===== config.mk =====
export PLATFORM = sky130hd
export DESIGN_NAME = irq_controller
export DESIGN_NICKNAME = d
export VERILOG_FILES = /design/src/rtl/irq_controller.sv
export SDC_FILE = /design/constraint.sdc
export NUM_CORES = 1
export LEC_CHECK = 0
export ABC_CLOCK_PERIOD_IN_PS = 1490
export CORE_MARGIN = 8
export CORE_UTILIZATION = 30
export CTS_BUF_LIST = sky130_fd_sc_hd__clkbuf_4 sky130_fd_sc_hd__clkbuf_8 sky130_fd_sc_hd__clkbuf_16
export DETAILED_ROUTE_END_ITERATION = 16
export PLACE_DENSITY_LB_ADDON = 0.15
export SYNTH_ARGS = -nofsm -noshare
export SYNTH_HDL_FRONTEND = slang
export SYNTH_SLANG_ARGS = --single-unit

===== constraint.sdc =====
create_clock -name clk -period 1.49 [get_ports clk]
set_input_delay 0.298 -clock clk [delete_from_list [all_inputs] [get_ports clk]]
set_output_delay 0.298 -clock clk [all_outputs]
set_load 0.01 [all_outputs]

===== src/rtl/irq_controller.sv =====
`default_nettype none
// ============================================================================
// Module   : irq_controller
// Purpose  : Edge-latched, mask-gated, fixed-priority interrupt controller
//            presenting a held level interrupt plus source ID to the CPU.
// Revision : 1.0  initial release
// ============================================================================
module irq_controller #(
    parameter int                 NUM_IRQ  = 8,
    parameter int                 ID_W     = 3,
    parameter logic [NUM_IRQ-1:0] MASK_RST = '1
) (
    input  logic               clk,
    input  logic               reset,
    input  logic [NUM_IRQ-1:0] irqIn,
    input  logic [NUM_IRQ-1:0] maskValue,
    input  logic               setMask,
    input  logic               ack,
    output logic               irq,
    output logic [ID_W-1:0]    irqID,
    output logic [NUM_IRQ-1:0] pending
);

    typedef enum logic [1:0] {
        IDLE    = 2'd0,
        ASSERT  = 2'd1,
        HOLDOFF = 2'd2
    } state_t;

    state_t             state;
    state_t             state_next;
    logic [NUM_IRQ-1:0] prev;
    logic [NUM_IRQ-1:0] mask;
    logic [NUM_IRQ-1:0] rise;
    logic [NUM_IRQ-1:0] eligible;
    logic [NUM_IRQ-1:0] clear;
    logic [NUM_IRQ-1:0] pending_next;
    logic [ID_W-1:0]    sel_id;
    logic               irq_next;
    logic [ID_W-1:0]    id_next;

    assign rise     = irqIn & ~prev;
    assign eligible = pending & mask;

    // Descending scan so the lowest eligible index is the last writer.
    always_comb begin
        sel_id = '0;
        for (int i = NUM_IRQ - 1; i >= 0; i--) begin
            if (eligible[i]) begin
                sel_id = ID_W'(i);
            end
        end
    end

    always_comb begin
        state_next = state;
        irq_next   = irq;
        id_next    = irqID;
        clear      = '0;
        case (state)
            IDLE: begin
                if (|eligible) begin
                    irq_next   = 1'b1;
                    id_next    = sel_id;
                    state_next = ASSERT;
                end
            end
            ASSERT: begin
                if (ack) begin
                    irq_next   = 1'b0;
                    clear      = NUM_IRQ'(1) << irqID;
                    state_next = HOLDOFF;
                end
            end
            HOLDOFF: begin
                irq_next   = 1'b0;
                state_next = IDLE;
            end
            default: begin
                irq_next   = 1'b0;
                state_next = IDLE;
            end
        endcase
        // A rise in the ack cycle must survive the clear.
        pending_next = (pending & ~clear) | rise;
    end

    always_ff @(posedge clk) begin
        if (!reset) begin
            state   <= IDLE;
            irq     <= 1'b0;
            irqID   <= '0;
            pending <= '0;
            mask    <= MASK_RST;
            prev    <= '0;
        end else begin
            state   <= state_next;
            irq     <= irq_next;
            irqID   <= id_next;
            pending <= pending_next;
            prev    <= irqIn;
            if (setMask) begin
                mask <= maskValue;
            end
        end
    end

endmodule
`default_nettype wire


==> results.cfg <==
[run_status]
status = complete, no violations

[logic_synthesis]
synth_most_common_cell = dfxtp_1
ys_async_sr_fraction_pct = 0
synthMuxAreaShare_pct = 7.002
ys_seq_area_share_pct = 50.77
yosysWarnings = 0
synth_edf_count = 0
dominantRegCellSynth = dfxtp_1
synth-simple-area-share_pct = 21.99
synth_top_cell_area_share_pct = 50.77
syn_inst = 118
synthTopCellsByArea = dfxtp_1, mux2i_1, nand2b_1
postSynthAreaPerCell_um2 = 9.692
synth_common_cells = dfxtp_1, nand2_1, nand2b_1
synth_top_family_by_area = simple AND/OR/NAND/NOR gates
ys_ff_latch = 29
synth_fp_nets = 138
yosysUniqueCellTypes = 25
synth.largest_area_cell = dfxtp_1
yosys.area_share.xor_xnor_pct = 0
synth.cell_area_um2 = 1144
yosys.area_share.adder_pct = 0
synth_compound_area_share_pct = 18.16

[global_routing]
overflow = 0
grt_max_degree = 16
track_usage_pct = 9.667
grt_pass1_wl_um = 4567
antenna_found_initial = 0
first_global_vias = 984

[floorplanning]
num_rows = 22
ios = 32
die_h_um = 77.74
core_um2 = 3661
die_width_um = 77.74
start_util_pct = 31.24
dieArea_um2 = 6044

[cells_and_area]
final_layout_size_suffix_gt1_share_pct = 9.615
final_util_pct = 43.88
design_area_um2 = 1607
seq_area_um2 = 580.6
fillers = 373
diodes = 0
final_cells = 204
fin_nets = 177
syn_to_final_growth_pct = 40.48
multi_input_area_um2 = 539.3

[setup_path]
path_cells = clkdlybuf4s50_1 > nand2_2 > or3_4 > o31ai_2 > a21boi_1
cp_num_buf_inv = 1
end_kind = flip-flop
r2r_slack_ps = 250
cp_data_required_time_ps = 1650
reg2reg_from = pending[2]$_SDFF_PN0_
start_kind = input port
worstReg2RegEnd = irqID[0]$_SDFFE_PN0P_
cp_max_fo = 4
cp_top_family = buffers and inverters
critPathKind = in -> reg
slowest_delay_ps = 490
cp_slowest_cell = clkdlybuf4s50_1
reg2reg_depth = 3
cp.arrival_ps = 1470

[worst_hold_path]
hold_depth = 2
min_from = prev[0]$_SDFF_PN0_
holdPathEnd = pending[0]$_SDFF_PN0_
hp-class = reg -> reg

[placement]
gp_congestion = 0.7748
dpl.cell_count = 198
placed_cell_area_um2 = 1540
io_buffers = 31
hpwlAfterDp_um = 2149

[sta]
maxSlewViolCount = 0
skew_ps = 3.994
hold_ws_ps = 483.7
layout_worst_path_cycle_share_pct = 87.79
finalSetupViolCount = 0
layout_min_cycle_time_ps = 1308
rsz0062_at_grt = no
worstMarginPinSlew_ps = 330.4
fmax_mhz = 764.5
maxSlewHeadroom_pct = 77.97
hold_violations = 0

[clocking]
clk_pin_slew_worst_paths_ps = 60
clk_path_buf_depth = 2
cts-root-buf = clkbuf_8
cts_inserted_buffers = 5
cts_hold_buf = 0
clk_latency_ps = 270
post_cts_buffers = 0
cts_tree = yes
htree_levels = 2
clock-sinks = 29

[pwr]
powerDensity_nw_per_um2 = 1090
p_leak_nw = 0.7037
peakVddDrop_v = 0.0006299

[routing]
drt-wirelength-per-cell_um = 13.33
first_pass_iters = 4
vias = 967
vias_per_cell = 4.740
drc_errors = 0
antenna_left = 0
drt_iter0_markers = 40
wl_um = 2719

[flow_run]
cap_viol_max_count = 0
==> power by group <==
group	leakage [nW]	switching (W)	internal, W
registers	0.241	0.0000452	0.000834
clock network	0.0399	0.000258	0.000305
logic	0.423	0.000136	0.000172
==> through the flow <==
stage                     setup TNS (ps)  worst slack, ps  total power [W]
after floorplan                        0            287.8         0.001050
after global placement            -283.1           -95.41         0.001221
after detailed placement          -409.9           -112.2         0.001228
after CTS                              0            22.55         0.001791
after global routing                   0            35.68         0.001856
final                                  0            181.9         0.001751
==> registers in the layout, summed over array words and instances, names as in the netlist <==
name     cells
irq          1
irqID        3
mask         8
pending      8
prev         8
state        1
==> metal layers <==
layer / global-route usage (%) / part of all wire (%) / up-vias
met3: 4.378 / 6.6 / 7
met5: 0 / 0 / -
li1: - / - / 489
met4: 6.226 / 2.1 / 0
met2: 14.87 / 45 / 24
met1: 10.57 / 46 / 447
==> cell type report <==
| type | instances | area share, % |
|---|---|---|
| clock inverters | 1 | 0.3115 |
| well taps | 48 | 3.738 |
| clock buffers | 5 | 4.283 |
| multi-input cells | 85 | 33.57 |
| flip-flops and latches | 29 | 36.14 |
| repair buffers | 36 | 21.96 |
==> repair_timing <==
item | 4_1_cts | 5_1_grt
endpoints found under the hold margin | 0 | 0
endpoints found under the setup margin | 10 | 2
resized for setup | 10 | 2
==> worst register-to-register path, delay by kind of cell, from the launching register on <==
| kind | cells | cell delay, ps |
|---|---|---|
| flops | 1 | 330 |
| simple gates | 1 | 200 |
| compound gates | 2 | 590 |
==> cell usage in the layout, fill, tap and decap left out, drive strengths merged, types with 6 or more instances in the layout <==
cell type      synthesis  layout
dlygate4sd2            0      10
o21ai                  8       8
and2                   8       8
dfxtp                 29      29
nand2                 15      15
a21oi                  6       6
a21boi                 8       8
nand2b                11      11
clkdlybuf4s50          0      19
mux2i                  8       8
==> logic make-up (layout without fill, tap and decap cells) <==
family | count (synthesis) | count (layout)
AND/OR/NAND/NOR | 46 | 46
AO/OA/AOI/OAI | 31 | 31
flip-flops | 29 | 29
multiplexers | 8 | 8
buffers and inverters | 4 | 42
==> worst max path at each step <==
| stage | startpoint | endpoint | depth (start not counted) | slack [ps] |
|---|---|---|---|---|
| final | ack | pending[0]$_SDFF_PN0_ | 5 | 180 |
| after detailed placement | ack | pending[2]$_SDFF_PN0_ | 5 | -110 |
| after global routing | ack | pending[2]$_SDFF_PN0_ | 5 | 40 |
| after floorplan | irq$_SDFFE_PN0P_ | pending[0]$_SDFF_PN0_ | 4 | 290 |
| after global placement | ack | pending[0]$_SDFF_PN0_ | 5 | -100 |
| after CTS | irqID[1]$_SDFFE_PN0P_ | irqID[1] | 1 | 20 |
Power figures use the tool's default switching activity.
